**config.mk**
```make
export PLATFORM = sky130hd
export DESIGN_NAME = regfile_port_arbiter
export DESIGN_NICKNAME = d
export VERILOG_FILES = /design/src/rtl/regfile_port_arbiter.sv
export SDC_FILE = /design/constraint.sdc
export NUM_CORES = 1
export LEC_CHECK = 0
export ABC_AREA = 1
export CAP_MARGIN = 20
export CORE_MARGIN = 1
export CORE_UTILIZATION = 49
export DETAILED_ROUTE_END_ITERATION = 12
export PLACE_DENSITY = 0.78
export SYNTH_ARGS = -nofsm -noshare
export SYNTH_HDL_FRONTEND = slang
export SYNTH_SLANG_ARGS = --single-unit
export TNS_END_PERCENT = 1
```
**constraint.sdc**
```tcl
create_clock -name clock -period 4.04 [get_ports clock]
set_input_delay 0.808 -clock clock [delete_from_list [all_inputs] [get_ports clock]]
set_output_delay 0.808 -clock clock [all_outputs]
set_load 0.005 [all_outputs]
```
**src/rtl/regfile_port_arbiter.sv**
```systemverilog
// Shares the regfile write port and read port B between processor and test host; p_stall rises 1 cycle after a drain/read trigger.
// Test writes are backpressured by t_wready (= !full); defining ARB_STATS_EN adds a saturating stall-cycle counter on stall_count.
module regfile_port_arbiter #(
  parameter int DEPTH        = 4,
  parameter int STARVE_LIMIT = 8
) (
  input  logic        clock,
  input  logic        reset,
  input  logic        p_we,
  input  logic [4:0]  p_wreg,
  input  logic [31:0] p_wdata,
  input  logic [4:0]  p_rregB,
  output logic        p_stall,
  input  logic        t_wvalid,
  output logic        t_wready,
  input  logic [4:0]  t_wreg,
  input  logic [31:0] t_wdata,
  input  logic        t_rd_valid,
  input  logic [4:0]  t_rd_reg,
  output logic        t_rd_done,
  output logic [31:0] t_rd_data,
  output logic        r_we,
  output logic [4:0]  r_wreg,
  output logic [31:0] r_wdata,
  output logic [4:0]  r_rregB,
  input  logic [31:0] r_rdataB,
  output logic [15:0] stall_count
);
  localparam int AW = $clog2(DEPTH);
  localparam int SW = $clog2(STARVE_LIMIT + 1);

  typedef enum logic [1:0] {IDLE, FORCE, TREAD} state_t;
  state_t state;

  logic [36:0]   mem [DEPTH];
  logic [AW:0]   wr_ptr, rd_ptr, fill, fill_nxt;
  logic [SW-1:0] starve;
  logic          empty, full, push, pop, proc_wr;
  logic [4:0]    head_reg;
  logic [31:0]   head_data;

  assign empty    = (wr_ptr == rd_ptr);
  assign full     = (wr_ptr[AW] != rd_ptr[AW]) && (wr_ptr[AW-1:0] == rd_ptr[AW-1:0]);
  assign fill     = wr_ptr - rd_ptr;
  assign fill_nxt = fill + (AW+1)'(push) - (AW+1)'(pop);
  assign t_wready = !full;
  assign push     = t_wvalid && !full;
  assign proc_wr  = p_we && (p_wreg != 5'd0);
  assign {head_reg, head_data} = mem[rd_ptr[AW-1:0]];
  assign r_rregB  = (state == TREAD) ? t_rd_reg : p_rregB;

  // Processor owns the write port in IDLE; otherwise the FIFO head drains.
  always_comb begin
    pop     = 1'b0;
    r_we    = 1'b0;
    r_wreg  = p_wreg;
    r_wdata = p_wdata;
    if (state == IDLE && proc_wr) begin
      r_we = 1'b1;
    end else if ((state == IDLE || state == FORCE) && !empty) begin
      pop     = 1'b1;
      r_we    = (head_reg != 5'd0);
      r_wreg  = head_reg;
      r_wdata = head_data;
    end
  end

  always_ff @(posedge clock) begin
    if (push) mem[wr_ptr[AW-1:0]] <= {t_wreg, t_wdata};
  end

  always_ff @(posedge clock or negedge reset) begin
    if (!reset) begin
      state     <= IDLE;
      p_stall   <= 1'b0;
      t_rd_done <= 1'b0;
      t_rd_data <= 32'd0;
      wr_ptr    <= '0;
      rd_ptr    <= '0;
      starve    <= '0;
    end else begin
      if (push) wr_ptr <= wr_ptr + 1'b1;
      if (pop)  rd_ptr <= rd_ptr + 1'b1;
      if (pop || empty)                      starve <= '0;
      else if (starve != SW'(STARVE_LIMIT))  starve <= starve + 1'b1;
      t_rd_done <= (state == TREAD);
      if (state == TREAD) t_rd_data <= r_rdataB;
      // A pending read first flushes older test writes so it observes them.
      case (state)
        IDLE: begin
          if (starve == SW'(STARVE_LIMIT) || (t_rd_valid && !empty)) begin
            state   <= FORCE;
            p_stall <= 1'b1;
          end else if (t_rd_valid && !t_rd_done) begin
            state   <= TREAD;
            p_stall <= 1'b1;
          end
        end
        FORCE: begin
          if (fill_nxt == '0) begin
            state   <= IDLE;
            p_stall <= 1'b0;
          end
        end
        default: begin
          state   <= IDLE;
          p_stall <= 1'b0;
        end
      endcase
    end
  end

`ifdef ARB_STATS_EN
  logic [15:0] stall_cnt;
  always_ff @(posedge clock or negedge reset) begin
    if (!reset)                              stall_cnt <= 16'd0;
    else if (p_stall && stall_cnt != 16'hFFFF) stall_cnt <= stall_cnt + 16'd1;
  end
  assign stall_count = stall_cnt;
`else
  assign stall_count = 16'd0;
`endif

endmodule

```
* Word level (Yosys, flattened, before mapping) *
Memory sizes are Yosys's and may differ from the RTL's.
Cells that the tools add are included.

storage, ports and cells
  input bits = 121
  output and inout port bits = 94
  memory bits (writable) = 148
  latch bits = 0
  logic and storage cells = 63
  memories kept = 1
  register bits after elaboration = 46
  bits in read-only memories = 0

cells by class
  shifts and indexed selects = 0
  multipliers = 0
  divide/modulo/power cells = 0
  bitwise operators = 0
  add/subtract/negate cells = 6
  reduce and logical (&&, ||, !) cells = 19
  eq/ne operators = 9
  $lt $le $gt $ge = 0
  mux-type cells = 21

memories
  name  depth  width  rd ports  clocked after memory_dff  write ports  RTL line  source
  mem   4      37     1         0                         1            35        logic [36:0] mem [DEPTH];

operators by type and width
  operator                                             number
  two-way mux 32 bit                                   2
  two-way mux 5 bit                                    3
  nonzero test 5 bit                                   2
  two-way mux 1 bit                                    9
  two-way mux 4 bit                                    2
  logical AND 1 bit                                    7
  adder 3 x 1 -> 3 bit, second input constant          2
  two-way mux 2 bit                                    3
  adder 4 x 1 -> 4 bit, second input constant          1
  equality test 4 bit, second input constant           1
  != test 4 bit, second input constant                 1
  case mux 2 bit (2 select lines)                      1
  adder 3 x 1 -> 3 bit                                 1
  equality test 3 bit                                  1
  zero test 1 bit                                      3
  zero test 3 bit                                      1
  logical OR 1 bit                                     3
  != test 3 x 1 -> 1 bit, second input constant        1
  subtractor 3 x 1 -> 3 bit                            1
  subtractor 3 bit                                     1
  equality test 2 x 1 -> 1 bit, second input constant  1
  equality test 2 bit                                  1
  equality test 2 bit, second input constant           1
  zero test 2 bit                                      1
  other kinds (5)                                      5

* Depth between registers and ports, before layout *
Gate-level depths: netlist of run 1.

  word-level depth = 9
  gate-level depth with buffers = 20
  depth with buffers taken out = 19

* Worst setup path before layout of run 1 *
No wires, ideal clock.

  path kind = input -> register
  from = in p_wreg[2]
  to = reg p_stall
  required time = 3.924 ns
  stages = 16
  setup time = 0.116 ns
  arrival time = 2.952 ns
  path buffers = 1
  path slack = 0.972 ns
  path through = nor3_1 nand2_1 nand3_1 nand2_4 buf_2 fa_1 inv_1 fa_1 inv_1 ha_1 xnor2_1 nor2_1 o21bai_1 nand2_1 nand2_1 nand2_1

between the ends
  word-level cells in the longest chain between the ends = 8

RTL lines
  what                              RTL line  source
  start, declared                   10        input logic [4:0] p_wreg,
  nonzero test 5 bit                48        assign proc_wr = p_we && (p_wreg != 5'd0);
  logical AND 1 bit                 48
  logical AND 1 bit                 58        if (state == IDLE && proc_wr) begin
  two-way mux 1 bit                 58
  subtractor 3 x 1 -> 3 bit         45        assign fill_nxt = fill + (AW+1)'(push) - (AW+1)'(pop);
  zero test 3 bit                   100       if (fill_nxt == '0) begin
  != test 2 x 1 -> 1 bit (no line)  --
  AND reduction 2 bit (no line)     --
  end signal, assigned              96        p_stall <= 1'b1;
  end signal, assigned              102       p_stall <= 1'b0;
  end signal, assigned              107       p_stall <= 1'b0;
  end, declared                     13        output logic p_stall,

No other way between the ends.
A chain may end at the register's enable or synchronous reset.

* Final worst setup path of run 1 *
  from = in p_wreg[2]
  to = out r_wdata[10]

between the ends
  word-level cells in the longest chain between the ends = 4

RTL lines
  what                RTL line  source
  nonzero test 5 bit  48
  logical AND 1 bit   48
  logical AND 1 bit   58
  two-way mux 32 bit  58
  end, declared       24        output logic [31:0] r_wdata,

No other way between the ends.

==> metrics.md, run 1 <==
| Metric | Value |
|---|---|
| Status | `finished, final reports clean` |
| Row cnt | `between 40 and 50` |
| CP startpoint kind | `input pin` |
| Pwr Density | `777 nW/µm²` |
| CTS Hold Bufs | `0` |
| Flop pwr share | `33.9%` |
| Static leakage | `4.38 nW` |
| Ports | `between 200 and 250` |
| Clock Skews | `roughly 8.0 ps` |
| Synth area leader | `edfxtp_1` |
| CP Cell Sequence | `clkdlybuf4s50_1 > nor3_2 > nand2_1 > nand3_1 > nand2_4 > buf_4 > nor2_1 > a21oi_2 > clkdlybuf4s50_1` |
| DRC Markers | `0` |
| Initial core utilization | `50.2%` |
| DIE WIDTH | `roughly 130 µm` |
| Period minus WS final | `approximately 3800 ps` |
| Clock Power Share | `a little under a fifth` |
| Iteration-0 DRC Markers | `roughly 350` |
| Clock Tree Root | `clkbuf_16` |
| Area contributors post-synth | `edfxtp_1 (53%), dfrtp_1 (14%), nand2_1 (7.9%), nor2_1 (4.9%), o21ai_0 (4.3%)` |
| Critical Path RT | `between 3000 and 4000 ps` |
| Fmax | `between 200 and 300 MHz` |
| CP max stage cell | `clkdlybuf4s50_1` |
| Syn Area/Cell | `between 10 and 15 µm²` |
| Clock transition at path regs | `roughly 70 ps` |
| Synth Register Bits | `around 190` |
| ANT cells | `0` |
| CTS Buf Count | `17` |
| Port bufs | `about 200` |
| Worst EP arrival | `about 3000 ps` |
| Gr ovfl total | `0` |
| Die Y | `between 100 and 150 µm` |
| Relative slew margins | `between 40% and 50%` |
| CP peak stage delay | `around 530 ps` |
| Type of the worst setup path | `in2out` |
| Max-Cap Viols | `0` |
| Synthesized cell area | `around 8400 µm²` |
| Worst hold path class | `in2async` |
| Syn Inst Count | `roughly 770` |
| Tightest Pin Transition | `roughly 780 ps` |
| Max Root-Sink Buffers | `2` |
| Crit end category | `output pin` |
| Final nets | `roughly 1,100` |
| Hold Slack | `296 ps` |
| Post-synth EDFFs | `roughly 150` |
| H-Tree Depth | `4` |
| Cell variety after synth | `29` |
| Pre-Repair DR Iteration Count | `5` |
| Fin. Hold Viols | `0` |
| Synth warnings | `0` |
| Filler cells | `1,261` |
| Final wirelength | `18,500 µm` |
| Clock Latency Late Sink | `about 430 ps` |
| Largest net degree at the start of global routing | `slightly below 80` |
| Sw Ratio | `a little over a third` |
| Clock sinks | `around 190` |
| Top cell type's share of synthesized area | `a little over half` |
| Pre-CTS WS | `~120 ps` |
| P_int | `about 5.6 mW` |
| Sum of negative setup slack | `0 ps` |
| Top_reg_cell synth | `edfxtp_1` |
| Sequential area share after synthesis | `67.0%` |
| CP most frequent cell | `clkdlybuf4s50_1` |
| Vias in the first global route | `5,745` |
| Routed vias/inst | `between 5 and 6` |
| Initial antenna violation count | `0` |
| Final setup viols | `0` |
| Net Sw Power | `between 3 and 4 mW` |
| DP HPWL | `~12,000 µm` |
| Core Area | `between 15,000 and 20,000 µm²` |
| GRT Util Overall | `about 22%` |
| Gpl congestion | `0.764` |
| Comb power frac | `47.1%` |
| CTS tree | `done` |
| Via count | `between 5,000 and 6,000` |
| P&R area growth vs syn | `32.9%` |
| RSZ-0062 raised after global routing | `no` |
| VDD IR max | `between 0.0005 and 0.0006 V` |
| Critical path fanouts, max | `30` |
| Final period utilization | `between 90% and 100%` |
| Layout cells sized above 1 | `about 8.2%` |
| First-pass GRT wire length | `29,500 µm` |
| FFs w/ async S/R, synth | `around a quarter` |
| Slew Limit Fails | `0` |
| Avg WL per Cell | `about 15 µm` |
| Final worst setup slack | `239 ps` |
| Detail Route Antenna Nets | `0` |
| Die Area | `about 18,000 µm²` |
power by group through the flow:
stage / Clock (mW) / Sequential (mW) / Combinational [mW]
CTS: 1.65 / 2.93 / 4.11
floorplan: 0 / 2.97 / 2.18
global placement: 0 / 2.95 / 4.00
global route: 1.74 / 2.98 / 4.52
detailed placement: 0 / 2.96 / 4.09
finish: 1.63 / 2.92 / 4.06
cell usage after synthesis, types with 2 or more instances:
library cell	count
fa_1	2
nand4_1	2
a21oi_2	22
nor2_1	108
a21oi_1	12
dfrtp_1	46
inv_1	53
ha_1	9
buf_4	18
clkbuf_1	19
nand3_1	15
buf_6	4
inv_2	4
buf_2	12
nand2_1	176
edfxtp_1	148
xor2_1	4
xnor2_1	2
o22ai_1	32
o21ai_0	71
buf_1	2
cell type report:
type                       count  area (µm²)  area share, %
tap                          220         275           2.48
timing repair buffer         213        2130           19.2
clock inverter                11         128           1.15
sequential                   194        5600           50.4
multi-input combinational    478        2320           20.9
inverter                      57         214           1.93
clock buffer                  21         440           3.97
cells by family (layout without fill, tap and decap cells):
kind of cell / count (synthesis) / count (layout) / synth area share [%]
xor+xnor: 6 / 6 / 0.629
compound gates: 139 / 139 / 9.82
simple gates: 306 / 306 / 14.3
other cells: 1 / 16 / 0.0449
buf+inv: 112 / 302 / 6.38
fa+ha+maj: 11 / 11 / 1.83
flops: 194 / 194 / 67.0
flip-flops by register name, indices dropped and copies added (netlist names):
register,cells
mem,148
p_stall,1
rd_ptr,3
starve,4
state,2
t_rd_data,32
t_rd_done,1
wr_ptr,3
critical path, delay by kind of cell:
family | cells | cell delay, ps
buffers and inverters | 3 | 1420
AOI/OAI and AO/OA | 1 | 120
and+or+nand+nor | 5 | 630
final timing paths:
kind	slack, ps	cells after the start	to	start
setup / recovery	240	9	r_wdata[10]	p_wreg[2]
hold / removal	300	1	p_stall	reset
setup reg to reg	1000	19	p_stall	rd_ptr[1]
hold reg to reg	470	2	t_rd_data[22]	t_rd_data[22]
max in group asynchronous	3250	2	t_rd_data[12]	reset
min in group clock	470	2	t_rd_data[22]	t_rd_data[22]
per-layer routing:
metal  vias to the layer above  track usage (%)  wire [µm]
li1                       2937                -          -
met1                      2837             27.6       7650
met2                       201             37.8       9630
met3                        21             4.02        971
met4                         0             6.70        247
met5                         -                0          0
cell usage in the layout (no fill, tap or decap), types with 3 or more instances in the layout:
cell type and instances:
a21oi_1 12, a21oi_2 22, buf_12 3, buf_4 12
clkbuf_1 4, clkbuf_16 17, clkdlybuf4s50_1 197, conb_1 16
dfrtp_1 45, edfxtp_1 148, ha_1 9, inv_1 53
inv_2 4, inv_6 3, nand2_1 176, nand3_1 15
nor2_1 103, nor2_4 4, o21ai_0 71, o22ai_1 32
xor2_1 4
repair_timing:
action | 4_1_cts | 5_1_grt
endpoints found under the hold margin | 0 | 0
resized for setup | 0 | 1
endpoints found under the setup margin | 0 | 2
buffers inserted | 0 | 0
per-stage QoR:
step	total power [mW]	area [µm²]	util [%]	cells
3_3_place_gp	6.95	10500	63.1	1161
5_1_grt	9.23	11100	66.7	1194
3_5_place_dp	7.05	10500	63.1	1161
2_1_floorplan	5.15	8410	-	784
6_report	8.62	11100	66.7	1194
4_1_cts	8.69	11100	66.6	1193
Power figures use the tool's default switching activity.
==> run 2: changes to the inputs <==
--- a/config.mk
+++ b/config.mk
@@ -8,9 +8,11 @@
 export ABC_AREA = 1
 export CAP_MARGIN = 20
 export CORE_MARGIN = 1
-export CORE_UTILIZATION = 49
+export CORE_UTILIZATION = 51
+export CTS_BUF_LIST = sky130_fd_sc_hd__clkbuf_2
 export DETAILED_ROUTE_END_ITERATION = 12
-export PLACE_DENSITY = 0.78
+export PLACE_DENSITY = 0.81
+export SKIP_CTS_REPAIR_TIMING = 1
 export SYNTH_ARGS = -nofsm -noshare
 export SYNTH_HDL_FRONTEND = slang
 export SYNTH_SLANG_ARGS = --single-unit
==> run 2 against run 1 <==
Compared with the run above: design area down 2.1%; via count decreased by 0.60%; first-iteration DRC count is 7.1% lower; sequential share of layout area is 1.1 points higher; total power shrank 5.8%; highest routed layer unchanged; fmax grew 0.95%; clock power shrank 34%; combinational power increased by 2%.
==> metrics.md, run 2 (synthesis results as in run 1) <==
| Metric | Value |
|---|---|
| Design area | `10,900 µm²` |
| Initial core utilization | `between 50% and 60%` |
| Vias in the first global route | `around 5,600` |
| Gpl congestion | `slightly below 0.8` |
| Most frequent cells in the layout | `clkdlybuf4s50_1 (197), nand2_1 (176), edfxtp_1 (148), nor2_1 (103), o21ai_0 (71)` |
| DP HPWL | `between 10,000 and 15,000 µm` |
| Final wirelength | `between 15,000 and 20,000 µm` |
| Hold Slack | `423 ps` |
| Final setup viols | `0` |
| Post-route insts no fill | `1,191` |
| CP Launch Point | `rd_ptr[1]` |
| Most common cell after layout, fill and taps aside | `clkdlybuf4s50_1` |
| Pre-Repair DR Iteration Count | `4` |
| Max-Cap Viols | `0` |
| Worst EP arrival | `between 2000 and 3000 ps` |
| Final core occ | `between 60% and 70%` |
| Fmax | `266 MHz` |
| CTS Buf Count | `17` |
| Ports | `approximately 220` |
| Top delay family on crit path | `buffers and inverters` |
| CP most frequent cell | `nand2_1` |
| Clock Latency Late Sink | `750 ps` |
| VDD IR max | `~0.00043 V` |
| DIE WIDTH | `approximately 130 µm` |
| Clock Skews | `33.4 ps` |
| CTS tree | `done` |
| Type of the worst setup path | `reg2out` |
| H-Tree Depth | `4` |
| Clock transition at path regs | `around 260 ps` |
| Number of flip-flops under the largest register name | `approximately 150` |
| CP max stage cell | `clkdlybuf4s50_1` |
| Detail Route Antenna Nets | `0` |
| Core Area | `about 16,000 µm²` |
| Period minus WS final | `3770 ps` |
| Iteration-0 DRC Markers | `between 300 and 400` |
| Routed wl met2 | `9430 µm` |
| Status | `finished, final reports clean` |
| Die Y | `130 µm` |
| Routed vias/inst | `~5` |
| Final nets | `1,093` |
| Placed Area | `roughly 11,000 µm²` |
| Die Area | `roughly 17,000 µm²` |
| Tightest Pin Transition | `about 640 ps` |
| Max layer used | `met4` |
| Row cnt | `46` |
| Critical Path RT | `~3200 ps` |
| Layout cells sized above 1 | `8.21%` |
| Fin. Hold Viols | `0` |
| FF/Latch Area | `5600 µm²` |
| Gr ovfl total | `0` |
| DRT met1 WL | `around 7600 µm` |
| GRT Util Overall | `around 22%` |
| P&R area growth vs syn | `30.1%` |
| Critical path fanouts, max | `40` |
| Multi-input gate area | `~2300 µm²` |
| Largest net degree at the start of global routing | `63` |
| CP startpoint kind | `flip-flop` |
| CP Cell Sequence | `buf_6 > inv_1 > nand2_1 > nand2_1 > nand3_2 > nand2_1 > inv_2 > nand2_4 > buf_12 > nor2_1 > a21oi_2 > clkdlybuf4s50_1` |
| Worst hold path class | `in2async` |
| Max Root-Sink Buffers | `2` |
| Avg WL per Cell | `between 15 and 20 µm` |
| Static leakage | `approximately 4.3 nW` |
| Placed cells | `around 1,200` |
| Crit end category | `output pin` |
| Slew Limit Fails | `0` |
| Relative slew margins | `57.3%` |
| Via count | `just under 6,000` |
| First-pass GRT wire length | `28,200 µm` |
| Critical path buffers and inverters | `5` |
| Pwr Density | `approximately 750 nW/µm²` |
| Initial antenna violation count | `0` |
| CP peak stage delay | `approximately 530 ps` |
| Port bufs | `~200` |
| Worst r2r src | `rd_ptr[1]` |
| Reg2Reg Setup Slack | `between 900 and 1000 ps` |
| DR WL met3 | `966 µm` |
| Clock sinks | `194` |
| Filler cells | `between 1,000 and 1,500` |
| Final period utilization | `between 90% and 100%` |
| Clock Tree Root | `clkbuf_2` |
| DRC Markers | `0` |
==> run 2: cell types whose count changed in the layout (fill, tap and decap cells not counted), sizes merged <==
| cell | delta |
|---|---|
| buf | -1 |
| diode | +1 |
| bufinv | +2 |
| clkinv | +2 |
| dlygate4sd3 | +1 |
| clkbuf | -4 |
==> run 2: final timing paths <==
| path | end | depth (start not counted) |
|---|---|---|
| worst max-delay path | r_wdata[10] | 12 |
| worst min-delay path | wr_ptr[1] | 2 |
| worst max register to register | p_stall | 19 |
| worst min register to register | t_rd_data[6] | 2 |
| max in group asynchronous | p_stall | 3 |
| min in group clock | t_rd_data[6] | 2 |
==> run 2: where the power goes <==
part / switching (mW) / leakage, nW / internal, mW / total (mW)
combinational: 2.16 / 2.21 / 1.98 / 4.14
sequential: 0.197 / 1.91 / 2.72 / 2.92
clock: 0.653 / 0.166 / 0.416 / 1.07
total: 3.01 / 4.28 / 5.12 / 8.13
==> run 2: stage by stage <==
step / power [mW] / TNS [ps] / worst slack [ps]
after floorplan: 5.15 / 0 / 972
after global placement: 6.96 / 0 / 573
after detailed placement: 7.11 / 0 / 430
after CTS: 8.18 / 0 / 86.0
after global routing: 8.73 / -12.5 / -5.59
final: 8.13 / 0 / 275
==> run 2: routing by layer <==
metal  track usage (%)  vias to the layer above
met5                 0                        -
met4              7.66                        0
met3              5.86                       22
met2              37.5                      175
met1              28.5                     2817
li1                  -                     2946
==> run 2: cell type report <==
| class | count | share of cell area (%) |
|---|---|---|
| inverters | 57 | 1.98 |
| well taps | 216 | 2.49 |
| repair buffers | 213 | 20.1 |
| clock inverters | 15 | 1.85 |
| clock buffers | 17 | 0.783 |
| multi-input cells | 478 | 21.3 |
| flip-flops and latches | 194 | 51.5 |
| diodes | 1 | 0.0230 |
==> run 3: changes to the inputs <==
--- a/config.mk
+++ b/config.mk
@@ -10,6 +10,7 @@
 export CORE_MARGIN = 1
 export CORE_UTILIZATION = 51
 export CTS_BUF_LIST = sky130_fd_sc_hd__clkbuf_2
+export CTS_CLUSTER_SIZE = 20
 export DETAILED_ROUTE_END_ITERATION = 12
 export PLACE_DENSITY = 0.81
 export SKIP_CTS_REPAIR_TIMING = 1
==> results of run 3 <==
Same layout as run 2: the final DEF is identical, and so are final timing and power.
